## src/rtl/lsu_pkg.sv

```systemverilog
`default_nettype none
// ============================================================================
// Module      : lsu_pkg
// Description : Shared types and constants for the load/store front-end:
//               access-mode encoding, FSM state encoding, I/O register
//               offsets, address-region tags, plus alignment and byte-lane
//               helper functions.
// Revision    : 1.0 - initial release
// ============================================================================
package lsu_pkg;

    // Access size/extension as presented by the core's memory stage.
    typedef enum logic [2:0] {
        MODE_BYTE  = 3'd0,
        MODE_HALF  = 3'd1,
        MODE_WORD  = 3'd2,
        MODE_BYTEU = 3'd4,
        MODE_HALFU = 3'd5
    } lsu_mode_e;

    typedef enum logic [1:0] {
        ST_IDLE   = 2'd0,
        ST_ACCESS = 2'd1,
        ST_RESP   = 2'd2
    } lsu_state_e;

    typedef enum logic [2:0] {
        RGN_DMEM = 3'd0,
        RGN_LEDR = 3'd1,
        RGN_LEDG = 3'd2,
        RGN_HEX  = 3'd3,
        RGN_SW   = 3'd4,
        RGN_KEY  = 3'd5,
        RGN_NONE = 3'd6
    } lsu_region_e;

    // Register offsets inside the I/O page.
    localparam logic [31:0] c_IO_LEDR_OFF = 32'h0000_0000;
    localparam logic [31:0] c_IO_LEDG_OFF = 32'h0000_0010;
    localparam logic [31:0] c_IO_HEX_OFF  = 32'h0000_0020;
    localparam logic [31:0] c_IO_SW_OFF   = 32'h0000_0800;
    localparam logic [31:0] c_IO_KEY_OFF  = 32'h0000_0810;

    // Natural alignment check; reserved modes never pass.
    function automatic logic is_aligned(input logic [2:0] mode, input logic [1:0] lane);
        logic ok;
        case (mode)
            MODE_BYTE, MODE_BYTEU: ok = 1'b1;
            MODE_HALF, MODE_HALFU: ok = ~lane[0];
            MODE_WORD:             ok = (lane == 2'b00);
            default:               ok = 1'b0;
        endcase
        return ok;
    endfunction

    // Byte lanes touched by an access of the given size at the given lane.
    function automatic logic [3:0] lane_mask(input logic [2:0] mode, input logic [1:0] lane);
        logic [3:0] m;
        case (mode)
            MODE_BYTE, MODE_BYTEU: m = 4'b0001 << lane;
            MODE_HALF, MODE_HALFU: m = 4'b0011 << lane;
            MODE_WORD:             m = 4'b1111;
            default:               m = 4'b0000;
        endcase
        return m;
    endfunction

endpackage
`default_nettype wire

```

## src/rtl/lsu_ldext.sv

```systemverilog
`default_nettype none
// ============================================================================
// Module      : lsu_ldext
// Description : Combinational load-data formatter. Shifts the addressed byte
//               lane down to bit 0 and sign- or zero-extends per mode.
// Ports       : i_word  - 32-bit word read from the target
//               i_lane  - byte lane of the access within i_word
//               i_mode  - access mode (byte/half/word, signed/unsigned)
//               o_data  - extended load data
// Revision    : 1.0 - initial release
// ============================================================================
module lsu_ldext
    import lsu_pkg::*;
(
    input  logic [31:0] i_word,
    input  logic [1:0]  i_lane,
    input  logic [2:0]  i_mode,
    output logic [31:0] o_data
);

    logic [31:0] w_shifted;

    assign w_shifted = i_word >> {i_lane, 3'b000};

    always_comb begin
        o_data = 32'd0;
        case (i_mode)
            MODE_BYTE:  o_data = {{24{w_shifted[7]}}, w_shifted[7:0]};
            MODE_HALF:  o_data = {{16{w_shifted[15]}}, w_shifted[15:0]};
            MODE_WORD:  o_data = w_shifted;
            MODE_BYTEU: o_data = {24'd0, w_shifted[7:0]};
            MODE_HALFU: o_data = {16'd0, w_shifted[15:0]};
            default:    o_data = 32'd0;
        endcase
    end

endmodule
`default_nettype wire

```

## src/rtl/lsu_ctrl.sv

```systemverilog
`default_nettype none
// ============================================================================
// Module      : lsu_ctrl
// Description : Load/store front-end between the core memory stage and the
//               byte-addressed data memory. Three-state handshake
//               (IDLE -> ACCESS -> RESP), region decode, alignment checking,
//               LED/HEX output registers and synchronised SW/KEY inputs.
// Ports       : clk_i/rst_i           - clock, synchronous active-high reset
//               req_*                 - request handshake from the core
//               rsp_*                 - one-cycle response pulse + data/error
//               dmem_*                - data-memory port (comb. read, clocked write)
//               sw_i/key_i            - raw asynchronous switch/button inputs
//               ledr_o/ledg_o/hex_o   - memory-mapped output registers
// Revision    : 1.0 - initial release
// ============================================================================
module lsu_ctrl
    import lsu_pkg::*;
#(
    parameter logic [31:0] DMEM_BASE = 32'h0000_2000,
    parameter logic [31:0] DMEM_LAST = 32'h0000_3FFF,
    parameter logic [31:0] IO_BASE   = 32'h0000_7000
) (
    input  logic        clk_i,
    input  logic        rst_i,
    input  logic        req_valid_i,
    output logic        req_ready_o,
    input  logic        req_we_i,
    input  logic [2:0]  req_mode_i,
    input  logic [31:0] req_addr_i,
    input  logic [31:0] req_wdata_i,
    output logic        rsp_valid_o,
    output logic [31:0] rsp_rdata_o,
    output logic        rsp_err_o,
    output logic        dmem_st_en_o,
    output logic [2:0]  dmem_mode_o,
    output logic [13:0] dmem_addr_o,
    output logic [31:0] dmem_wdata_o,
    input  logic [31:0] dmem_rdata_i,
    input  logic [17:0] sw_i,
    input  logic [3:0]  key_i,
    output logic [16:0] ledr_o,
    output logic [7:0]  ledg_o,
    output logic [31:0] hex_o
);

    localparam logic [1:0] c_ST_IDLE   = ST_IDLE;
    localparam logic [1:0] c_ST_ACCESS = ST_ACCESS;
    localparam logic [1:0] c_ST_RESP   = ST_RESP;

    localparam logic [31:0] c_LEDR_ADDR = IO_BASE + c_IO_LEDR_OFF;
    localparam logic [31:0] c_LEDG_ADDR = IO_BASE + c_IO_LEDG_OFF;
    localparam logic [31:0] c_HEX_ADDR  = IO_BASE + c_IO_HEX_OFF;
    localparam logic [31:0] c_SW_ADDR   = IO_BASE + c_IO_SW_OFF;
    localparam logic [31:0] c_KEY_ADDR  = IO_BASE + c_IO_KEY_OFF;

    // ------------------------------------------------------------------
    // State and request registers
    // ------------------------------------------------------------------
    logic [1:0]  r_state;
    logic        r_we;
    logic [2:0]  r_mode;
    logic [31:0] r_addr;
    logic [31:0] r_wdata;

    logic [31:0] r_rsp_rdata;
    logic        r_rsp_err;

    logic [16:0] r_ledr;
    logic [7:0]  r_ledg;
    logic [31:0] r_hex;

    logic [17:0] r_sw_meta;
    logic [17:0] r_sw_sync;
    logic [3:0]  r_key_meta;
    logic [3:0]  r_key_sync;

    // ------------------------------------------------------------------
    // Decode of the captured request
    // ------------------------------------------------------------------
    logic [1:0]  w_lane;
    logic        w_aligned;
    logic        w_access;
    logic        w_err;
    lsu_region_e w_region;
    logic [31:0] w_io_rdata;
    logic [3:0]  w_be;
    logic [31:0] w_bitmask;
    logic [31:0] w_wdata_sh;
    logic [31:0] w_io_merged;
    logic        w_io_wr;
    logic [31:0] w_ld_word;
    logic [1:0]  w_ld_lane;
    logic [31:0] w_ld_data;

    assign w_lane    = r_addr[1:0];
    assign w_aligned = is_aligned(r_mode, w_lane);
    assign w_access  = (r_state == c_ST_ACCESS);

    // I/O registers match on the word address so sub-word accesses hit
    // any lane of the register.
    always_comb begin
        w_region = RGN_NONE;
        if ((r_addr >= DMEM_BASE) && (r_addr <= DMEM_LAST)) begin
            w_region = RGN_DMEM;
        end else if (r_addr[31:2] == c_LEDR_ADDR[31:2]) begin
            w_region = RGN_LEDR;
        end else if (r_addr[31:2] == c_LEDG_ADDR[31:2]) begin
            w_region = RGN_LEDG;
        end else if (r_addr[31:2] == c_HEX_ADDR[31:2]) begin
            w_region = RGN_HEX;
        end else if (r_addr[31:2] == c_SW_ADDR[31:2]) begin
            w_region = RGN_SW;
        end else if (r_addr[31:2] == c_KEY_ADDR[31:2]) begin
            w_region = RGN_KEY;
        end
    end

    always_comb begin
        w_io_rdata = 32'd0;
        case (w_region)
            RGN_LEDR: w_io_rdata = {15'd0, r_ledr};
            RGN_LEDG: w_io_rdata = {24'd0, r_ledg};
            RGN_HEX:  w_io_rdata = r_hex;
            RGN_SW:   w_io_rdata = {14'd0, r_sw_sync};
            RGN_KEY:  w_io_rdata = {28'd0, r_key_sync};
            default:  w_io_rdata = 32'd0;
        endcase
    end

    assign w_err = ~w_aligned | (w_region == RGN_NONE);

    // Sub-word store merge: move LSB-aligned store data up to its lane and
    // replace only the enabled bytes of the current register value.
    assign w_be       = lane_mask(r_mode, w_lane);
    assign w_wdata_sh = r_wdata << {w_lane, 3'b000};

    genvar gi;
    generate
        for (gi = 0; gi < 4; gi++) begin : g_lane_mask
            assign w_bitmask[8*gi +: 8] = {8{w_be[gi]}};
        end
    endgenerate

    assign w_io_merged = (w_io_rdata & ~w_bitmask) | (w_wdata_sh & w_bitmask);
    assign w_io_wr     = w_access & r_we & w_aligned;

    // Data memory already returns the addressed lane at bit 0; I/O words
    // still need the lane shift.
    assign w_ld_word = (w_region == RGN_DMEM) ? dmem_rdata_i : w_io_rdata;
    assign w_ld_lane = (w_region == RGN_DMEM) ? 2'b00 : w_lane;

    lsu_ldext u_ldext (
        .i_word (w_ld_word),
        .i_lane (w_ld_lane),
        .i_mode (r_mode),
        .o_data (w_ld_data)
    );

    // ------------------------------------------------------------------
    // FSM and request capture
    // ------------------------------------------------------------------
    always_ff @(posedge clk_i) begin
        if (rst_i) begin
            r_state <= c_ST_IDLE;
            r_we    <= 1'b0;
            r_mode  <= 3'd0;
            r_addr  <= 32'd0;
            r_wdata <= 32'd0;
        end else begin
            case (r_state)
                c_ST_IDLE: begin
                    if (req_valid_i) begin
                        r_we    <= req_we_i;
                        r_mode  <= req_mode_i;
                        r_addr  <= req_addr_i;
                        r_wdata <= req_wdata_i;
                        r_state <= c_ST_ACCESS;
                    end
                end
                c_ST_ACCESS: r_state <= c_ST_RESP;
                c_ST_RESP:   r_state <= c_ST_IDLE;
                default:     r_state <= c_ST_IDLE;
            endcase
        end
    end

    // Response payload is latched at the end of ACCESS and presented in RESP.
    always_ff @(posedge clk_i) begin
        if (rst_i) begin
            r_rsp_rdata <= 32'd0;
            r_rsp_err   <= 1'b0;
        end else if (w_access) begin
            r_rsp_err   <= w_err;
            r_rsp_rdata <= (!r_we && !w_err) ? w_ld_data : 32'd0;
        end
    end

    // ------------------------------------------------------------------
    // Memory-mapped output registers
    // ------------------------------------------------------------------
    always_ff @(posedge clk_i) begin
        if (rst_i) begin
            r_ledr <= 17'd0;
            r_ledg <= 8'd0;
            r_hex  <= 32'd0;
        end else if (w_io_wr) begin
            case (w_region)
                RGN_LEDR: r_ledr <= w_io_merged[16:0];
                RGN_LEDG: r_ledg <= w_io_merged[7:0];
                RGN_HEX:  r_hex  <= w_io_merged;
                default:  ;
            endcase
        end
    end

    // ------------------------------------------------------------------
    // Two-flop synchronisers for the asynchronous board inputs
    // ------------------------------------------------------------------
    always_ff @(posedge clk_i) begin
        if (rst_i) begin
            r_sw_meta  <= 18'd0;
            r_sw_sync  <= 18'd0;
            r_key_meta <= 4'd0;
            r_key_sync <= 4'd0;
        end else begin
            r_sw_meta  <= sw_i;
            r_sw_sync  <= r_sw_meta;
            r_key_meta <= key_i;
            r_key_sync <= r_key_meta;
        end
    end

    // ------------------------------------------------------------------
    // Outputs
    // ------------------------------------------------------------------
    assign req_ready_o  = (r_state == c_ST_IDLE);
    assign rsp_valid_o  = (r_state == c_ST_RESP);
    assign rsp_rdata_o  = r_rsp_rdata;
    assign rsp_err_o    = r_rsp_err;

    // Gated by reset so a store aborted during ACCESS never reaches memory.
    assign dmem_st_en_o = w_access & r_we & w_aligned & (w_region == RGN_DMEM) & ~rst_i;
    assign dmem_mode_o  = {1'b0, r_mode[1:0]};
    assign dmem_addr_o  = r_addr[13:0];
    assign dmem_wdata_o = r_wdata;

    assign ledr_o = r_ledr;
    assign ledg_o = r_ledg;
    assign hex_o  = r_hex;

endmodule
`default_nettype wire

```

## config.mk

```make
export PLATFORM = sky130hd
export DESIGN_NAME = lsu_ctrl
export DESIGN_NICKNAME = d
export VERILOG_FILES = /design/src/rtl/lsu_pkg.sv /design/src/rtl/lsu_ldext.sv /design/src/rtl/lsu_ctrl.sv
export SDC_FILE = /design/constraint.sdc
export NUM_CORES = 1
export LEC_CHECK = 0
export ABC_AREA = 1
export CORE_AREA = 5 5 155 157
export DETAILED_ROUTE_END_ITERATION = 8
export DIE_AREA = 0 0 160 162
export GPL_TIMING_DRIVEN = 1
export PLACE_DENSITY = 0.72
export SLEW_MARGIN = 5
export SYNTH_ARGS = -nofsm -noshare
export SYNTH_HDL_FRONTEND = slang
export SYNTH_SLANG_ARGS = --single-unit
```

## constraint.sdc

```tcl
create_clock -name clk_i -period 2.1 [get_ports clk_i]
set_clock_uncertainty 0.2 [all_clocks]
set_input_delay 0.315 -clock clk_i [delete_from_list [all_inputs] [get_ports clk_i]]
set_output_delay 0.315 -clock clk_i [all_outputs]
set_load 0.01 [all_outputs]
```

Yosys cells after proc, flatten, opt, wreduce, memory -nomap -nowiden --
Cells that the tools add are included.
Cells by class: order comparisons 2, equality and inequality tests 18, shift operators 4, mux-type cells 15, bitwise gates (word level) 12, reduce and logical (&&, ||, !) cells 14
Operators by type and width (count):
- one-hot mux 32 bit (5 select lines) | 2
- equality test 30 x 13 -> 1 bit, second input constant | 5
- AND 32 bit | 2
- two-way mux 32 bit | 2
- greater-or-equal comparator 32 x 14 -> 1 bit, second input constant | 1
- less-or-equal comparator 32 x 14 -> 1 bit, second input constant | 1
- inverter 32 bit | 1
- bitwise OR 32 bit | 1
- << shifter 32 x 5 -> 32 bit | 1
- >> shifter 32 x 5 -> 32 bit | 1
- equality test 3 bit, second input constant | 5
- two-way mux 3 bit | 4
- one-hot mux 4 bit (3 select lines) | 1
- equality test 3 x 2 -> 1 bit, second input constant | 3
- two-way mux 2 bit | 4
- AND reduction 2 bit | 4
- equality test 3 x 1 -> 1 bit, second input constant | 2
- zero test 3 bit | 2
- AND 1 bit | 4
- zero test 2 bit | 2
- one-hot mux 2 bit (2 select lines) | 1
- OR reduction 2 bit | 2
- << shifter 1 x 2 -> 4 bit, first input constant | 1
- << shifter 2 x 2 -> 4 bit, first input constant | 1
- 8 further kinds | 12
Storage, ports and cells: register bits after elaboration 204, output and inout port bits 142

Logic depth before layout (Yosys ltp) --
Gate-level depths: netlist of run 1.
word-level depth 13, gate-level depth with buffers 18

Hierarchy --
From an unflattened synthesis of run 1, not the netlist that was laid out.
Second synthesis, totals: cell total of the unflattened synthesis 1637, area, all modules 10681.5 sq um
Modules (own cells, without submodules):
- lsu_ctrl | instances 1, cells each 1445, area an instance 9676.8 sq um, sequential area each 4083.9 sq um
- lsu_ldext | instances 1, cells each 192, area an instance 1004.7 sq um, sequential area each 0.0 sq um

Least setup slack after synthesis of run 1 --
No wires, ideal clock.
path kind register to register, start point register r_addr[31], end point register r_hex[4] (netlist: hex_o[4]), arrival time 1862 ps, required time 1786 ps, path slack -76 ps, stages on the path, launching flop included 13, clock period less this slack 2176 ps, cells stage by stage dfxtp_1 > or2_4 > nor2_4 > nand2_4 > nor2_4 > nand2_1 > buf_2 > nor2_4 > inv_2 > buf_2 > buf_2 > o21bai_1 > inv_1
Between the ends: longest elaborated chain between the ends 11, elaborated cells between the ends (all ways) 23
Ends and longest elaborated chain:
- start: declaration | line lsu_ctrl.sv:62 | logic [31:0] r_addr;
- start signal: assignment | line lsu_ctrl.sv:175 | r_addr <= req_addr_i;
- parallel branches: the longest is 6 deep, another holds greater-or-equal comparator 32 x 14 -> 1 bit
- two-way mux 3 bit * | line lsu_ctrl.sv:103 | if ((r_addr >= DMEM_BASE) && (r_addr <= DMEM_LAST)) begin
- equality test 3 bit (tied with other cells) | line lsu_ctrl.sv:120 | case (w_region)
- one-hot mux 32 bit (5 select lines) | line lsu_ctrl.sv:120
- AND 32 bit | line lsu_ctrl.sv:144 | assign w_io_merged = (w_io_rdata & ~w_bitmask) | (w_wdata_sh & w_bitmask);
- bitwise OR 32 bit | line lsu_ctrl.sv:144
- end signal: assignment | line lsu_ctrl.sv:210 | RGN_HEX: r_hex <= w_io_merged;
- end: declaration | line lsu_ctrl.sv:70 | logic [31:0] r_hex;
Every way passes the cells marked *. A chain may end at the register's enable or synchronous reset.

Final worst setup path of run 1 --
start point register r_addr[31], end point register r_rsp_rdata[16] (netlist: rsp_rdata_o[16])
Between the ends: longest elaborated chain between the ends 13, elaborated cells between the ends (all ways) 30
Ends and longest elaborated chain:
- parallel branches: the longest is 6 deep, another holds greater-or-equal comparator 32 x 14 -> 1 bit
- two-way mux 3 bit * | line lsu_ctrl.sv:103
- equality test 3 bit (tied with other cells) | line lsu_ctrl.sv:120
- one-hot mux 32 bit (5 select lines) | line lsu_ctrl.sv:120
- two-way mux 32 bit | line lsu_ctrl.sv:149 | assign w_ld_word = (w_region == RGN_DMEM) ? dmem_rdata_i : w_io_rdata;
- >> shifter 32 x 5 -> 32 bit | line lsu_ldext.sv:23 | assign w_shifted = i_word >> {i_lane, 3'b000};
- one-hot mux 32 bit (5 select lines) | line lsu_ldext.sv:27 | case (i_mode)
- two-way mux 32 bit * | line lsu_ctrl.sv:194 | r_rsp_rdata <= (!r_we && !w_err) ? w_ld_data : 32'd0;
- end signal: assignment | line lsu_ctrl.sv:194
- end: declaration | line lsu_ctrl.sv:65 | logic [31:0] r_rsp_rdata;
Marked as above.

==> results of run 1 <==
[synthesized netlist by cell type (all sizes together)]
library cell	number
nor3	5
a21o	3
o21bai	10
o2111ai	4
a21oi	134
inv	190
clkinv	3
buf	44
nor2	180
a22o	1
a31oi	11
nand4	5
o21a	6
nand2	269
dfxtp	204
a221oi	2
conb	1
o22ai	9
o221ai	6
o211ai	20
or2	5
a211oi	1
clkbuf	51
o21ai	161
nand3	91
a21boi	1
nor3b	2
[worst max-delay path, cell delays in order, from the launching register on]
cell	delay, ns
dfxtp_2	0.32
or2_4	0.25
nor2_4	0.17
nand2_4	0.11
nor2_4	0.15
buf_6	0.15
buf_6	0.12
nand3_2	0.06
nand2_2	0.09
o21ai_2	0.05
nand2_1	0.07
nand2_2	0.07
nand2_2	0.09
nand2_4	0.10
buf_12	0.17
nand3_2	0.07
nand2_2	0.06
a21oi_2	0.15
[metrics by stage]
stage	area (um^2)	TNS [ns]
after CTS	15390	-16.47
after global routing	16380	-37.08
after detailed placement	13660	-20.38
after global placement	13660	-17.58
after floorplan	9812	-2.050
final	16380	-28.24
[metal layers]
layer	GRT usage, %	share of wire, %	vias up
met5	0	0	-
met4	11.38	5.1	0
met3	6.141	10	166
met2	47.48	46	621
met1	37.72	39	5337
li1	-	-	5446
[layout make-up]
class / instances / area, um^2 / share of cell area [%]
Clock inverter: 8 / 97.59 / 0.5959
Inverter: 193 / 749.5 / 4.576
Tap cell: 285 / 356.6 / 2.177
Clock buffer: 32 / 639.4 / 3.904
Timing Repair inverter: 3 / 23.77 / 0.1451
Timing Repair Buffer: 493 / 5015 / 30.62
Multi-Input combinational cell: 929 / 5370 / 32.79
Sequential cell: 204 / 4126 / 25.19
[path summary, 6_finish.rpt]
path / depth (start not counted) / slack, ns / to / start
setup / recovery: 17 / -0.43 / rsp_rdata_o[16] / r_addr[31]
hold / removal: 3 / 0.12 / r_sw_meta[2] / sw_i[2]
setup reg to reg: 17 / -0.43 / rsp_rdata_o[16] / r_addr[31]
hold reg to reg: 2 / 0.20 / r_sw_sync[2] / r_sw_meta[2]
[registers in the layout, summed over array words and instances, names as in the netlist, 8 cells and up]
signal	flops
dmem_wdata_o	32
hex_o	32
ledg_o	8
ledr_o	17
r_addr	32
r_sw_meta	18
r_sw_sync	18
rsp_rdata_o	32
[power groups by stage]
stage	clock [uW]	sequential, uW	combinational [uW]
floorplan	0	4220	780
global placement	0	4210	1650
detailed placement	0	4210	1670
CTS	3990	4140	1800
global route	4180	4160	2070
finish	3970	4140	1930
[what timing repair did]
action | 4_1_cts | 5_1_grt
endpoints found under the setup margin | 97 | 93
resized for setup | 204 | 167
endpoints found under the hold margin | 3 | 0
hold buffers | 1 | 0
setup buffers | 45 | 38
cloned | 10 | 7
pin swaps | 16 | 68
[cells by family (layout without fill, tap and decap cells)]
group                  Yosys count  after routing  share of synthesized area, %
and+or+nand+nor                557            559                         24.30
AOI/OAI and AO/OA              369            369                         21.45
DFF                            204            204                         41.91
buffers and inverters          288            729                         12.30
other                            1              1                       0.03848
==> flow_summary.toml, run 1 <==
[pwr]
power.share.clock_pct = 39.5
p_sw_share_pct = 27.68
leakagePower_uw = 0.007224
p_comb_share_pct = 19.2
ir_drop_mv = 0.4626
p_seq_share_pct = 41.2
p_int_uw = 7270
finalPower_uw = 10050
p_sw_uw = 2783
power.density_nw_per_um2 = 613.8

[layout]
layout-drive-gt1-share_pct = 28.73
num_antenna_cells = 0
flow.area_growth_from_synthesis_pct = 68.06
mostFrequentLayoutCells = "clkdlybuf4s50_1, nand2_1, dfxtp_1"
final_common_cell = "clkdlybuf4s50_1"
instances_no_fill = 2147
fin_util_pct = 73.23
nets = 1971
final.fill_count = 1615

[run_status]
status = "complete, but fails checks"
violations = "setup timing"

[place]
portBuffers = 265
dpl.cell_count = 2025
gp_congestion = 0.9896
hpwl_um = 28610
dp_slack_ns = -0.4384

[die]
die_h_um = 162
die_x_um = 160
core_um2 = 22370
die_area_um2 = 25920
rows = 55
io_pins = 267
start_util_pct = 43.57

[global_routing]
grt_pass1_vias = 10912
grt.overflow.total = 0
grt_max_degree = 97
antenna_found_initial = 0
grt_use_total_pct = 29.03
grt_pass1_wl_um = 60420

[clock_tree]
h-tree-depth = 1
path_clk_slew_ns = 0.07
clk_latency_ns = 0.51
cts_tree = "built"
cts-buffers-inserted = 22
cts_max_path_buffers = 3
clock_tree.root_cell = "clkbuf_16"
numClockSinks = 204

[sta]
setup_violations = 90
tightestPinTransition_ns = 0.5540
max_slew_margin_pct = 62.78
post-route-min-period_ns = 2.532
clock.fmax_ghz = 0.3949
finalCritPeriodShare_pct = 120.6
worst_hold_slack_ns = 0.1218
rsz0062_at_grt = "true"
maxSlewViolCount = 0
setup_slack_ns = -0.4322
finalHoldViolations = 0

[synthesis]
syn_inst = 1419
yosys.cell_types.count = 42
synth_top_area_share_pct = 41.91
postSynthAreaPerCell_um2 = 6.868
yosys-top-cells-area = "dfxtp_1, nand2_1, o21ai_0, inv_1, nor2_1"
syn_nets = 1544
yosysSeqAreaShare_pct = 41.91
synth_area_um2 = 9746
synth_seq_cells = 204
ys_warn_count = 0
synth_top_cell_by_area = "dfxtp_1"

[detailed_routing]
ant_nets = 0
drc = 0
vias = 11570
drtIter0Drc = 1255
via_per_inst = 5.389
wl_per_cell_um = 19.29
drtPass1Iterations = 5
routed_wl_um = 41430

[critical_path]
crit_fanout = 6
critPathKind = "reg2reg"
worstPathRequired_ns = 2.34
cp-start-kind = "flop"
endpoint_kind = "flop"
cp_data_arrival_time_ns = 2.77

[hold_path]
hp-class = "in2reg"

[run]
drv_cap = 0
Power figures use the tool's default switching activity.
==> run 2, diff against run 1 <==
==> constraint.sdc (replaced) <==
create_clock -name clk_i -period 2.2 [get_ports clk_i]
set_clock_uncertainty 0.2 [all_clocks]
set_input_delay 0.33 -clock clk_i [delete_from_list [all_inputs] [get_ports clk_i]]
set_output_delay 0.33 -clock clk_i [all_outputs]
set_load 0.01 [all_outputs]
==> run 2 against run 1 <==
  * The run still ends with setup timing left
  * Count of clock-buffer cells in the layout down 2
  * Die area unchanged
  * Core utilization is 0.49 points higher
  * Worst hold slack lost 0.010 ns
  * Flip-flop and latch count did not move
  * Combinational power decreased by 4%
  * Critical path depth down 4
  * Sequential power decreased by 5%
  * Critical path type unchanged
  * Largest cell class unchanged
==> flow_summary.toml, run 2 (synthesis gave the netlist of run 1 again) <==
[critical_path]
crit_fanout = 7
critPathBufInv = 5
cp_data_arrival_time_ns = 2.80
worstPathRequired_ns = 2.40
rr_worst_depth = 13
cp-start-kind = "flop"
worstPathCellList = "or2_4 -> nor2_4 -> nand2_4 -> nor2_4 -> buf_6 -> nand2_8 -> buf_6 -> nor2_4 -> buf_12 -> buf_6 -> clkinvlp_4 -> a21oi_2 -> a21oi_1"
cp_num_cells = 13
crit_family = "simple AND/OR/NAND/NOR gates"
cpPeakStageDelay_ns = 0.32
critPathKind = "reg2reg"
cp_slowest_cell = "dfxtp_2"
endpoint_kind = "flop"

[pwr]
power.density_nw_per_um2 = 586.0
finalPower_uw = 9661
leakagePower_uw = 0.007330
ir_drop_mv = 0.4518

[place]
gp_congestion = 0.9505
portBuffers = 265
hpwl_um = 27880

[die]
die_x_um = 160
start_util_pct = 43.57
io_pins = 267
die_h_um = 162
die_area_um2 = 25920
core_um2 = 22370
rows = 55

[layout]
final_common_cell = "clkdlybuf4s50_1"
final.fill_count = 1600
mostFrequentLayoutCells = "clkdlybuf4s50_1, nand2_1, dfxtp_1"
flow.area_growth_from_synthesis_pct = 69.17
fin_util_pct = 73.72
num_antenna_cells = 0
nets = 1949
layout-drive-gt1-share_pct = 28.52

[global_routing]
grt_use_total_pct = 30.13
grt_pass1_wl_um = 62620
grt_max_degree = 100
grt_pass1_vias = 11219
grt.overflow.total = 0
antenna_found_initial = 0

[detailed_routing]
vias = 11742
drc = 0
wl_per_cell_um = 20.00
drtIter0Drc = 1340
ant_nets = 0
via_per_inst = 5.523
drtPass1Iterations = 6
routed_wl_um = 42520

[sta]
clock.fmax_ghz = 0.3842
rsz0062_at_grt = "true"
finalHoldViolations = 0
setup_slack_ns = -0.4029
setup_violations = 89
maxSlewViolCount = 0
finalCritPeriodShare_pct = 118.3
tightestPinTransition_ns = 0.8693
max_slew_margin_pct = 41.43
post-route-min-period_ns = 2.603

[clock_tree]
postCtsHoldBufs = 0
clock_tree.root_cell = "clkbuf_16"
cts_tree = "built"
path_clk_slew_ns = 0.06
cts-buffers-inserted = 23
h-tree-depth = 1
cts_max_path_buffers = 3
numClockSinks = 204
clk_latency_ns = 0.54

[hold_path]
hp-class = "in2reg"
hold_depth = 3

[run_status]
violations = "setup timing"
status = "complete, but fails checks"

[run]
drv_cap = 0
[run 2: worst min-delay path, delay by kind of cell]
| family | cells | cell delay (ns) |
|---|---|---|
| AND/OR/NAND/NOR | 1 | 0.03 |
| buffers and inverters | 2 | 0.44 |
[run 2: what timing repair did]
action | 4_1_cts | 5_1_grt
gates cloned | 14 | 3
buffers inserted | 43 | 21
resized for setup | 224 | 203
endpoints found under the setup margin | 84 | 91
pin swaps | 42 | 103
[run 2: stage by stage]
stage          hold slack (ns)  instances  worst slack (ns)  setup TNS (ns)  cell area (um^2)
2_1_floorplan           0.1883       1419           0.02426               0              9746
6_report                0.1118       2126           -0.4029          -20.44             16490
3_3_place_gp            0.1932       2023           -0.2093          -7.234             13630
4_1_cts                 0.1055       2119           -0.2226          -9.311             15690
3_5_place_dp            0.1935       2023           -0.2380          -10.62             13630
5_1_grt                 0.1201       2126           -0.5095          -29.28             16490
[run 2: metal layers]
metal | wire length, um | part of all wire, % | vias up | global-route usage (%)
met4 | 2323 | 5.5 | 0 | 13.73
met1 | 16220 | 38 | 5462 | 38.88
met5 | 0 | 0 | - | 0
met3 | 4441 | 10 | 171 | 6.826
met2 | 19530 | 46 | 718 | 48.32
li1 | - | - | 5391 | -
[run 2: path summary, 6_finish.rpt]
check,slack [ns],from,end
setup / recovery,-0.40,r_addr[30],hex_o[31]
hold / removal,0.11,sw_i[11],r_sw_meta[11]
setup reg to reg,-0.40,r_addr[30],hex_o[31]
hold reg to reg,0.20,r_sw_meta[11],r_sw_sync[11]
[run 2: where the power goes]
| group | leakage, uW | switching, uW | total, uW | internal (uW) |
|---|---|---|---|---|
| Sequential | 0.00167 | 101 | 3950 | 3850 |
| Combinational | 0.00529 | 1030 | 1850 | 823 |
| Clock | 0.000365 | 1620 | 3860 | 2240 |
[run 2: final cells by class]
type / instances / area, um^2 / share of cell area [%]
repair buffers: 474 / 4891 / 29.67
repair inverters: 1 / 7.507 / 0.04553
clock buffers: 30 / 621.8 / 3.772
clock inverters: 12 / 126.4 / 0.7665
flip-flops and latches: 204 / 4095 / 24.84
well taps: 285 / 356.6 / 2.163
inverters: 193 / 755.7 / 4.584
multi-input cells: 927 / 5633 / 34.17
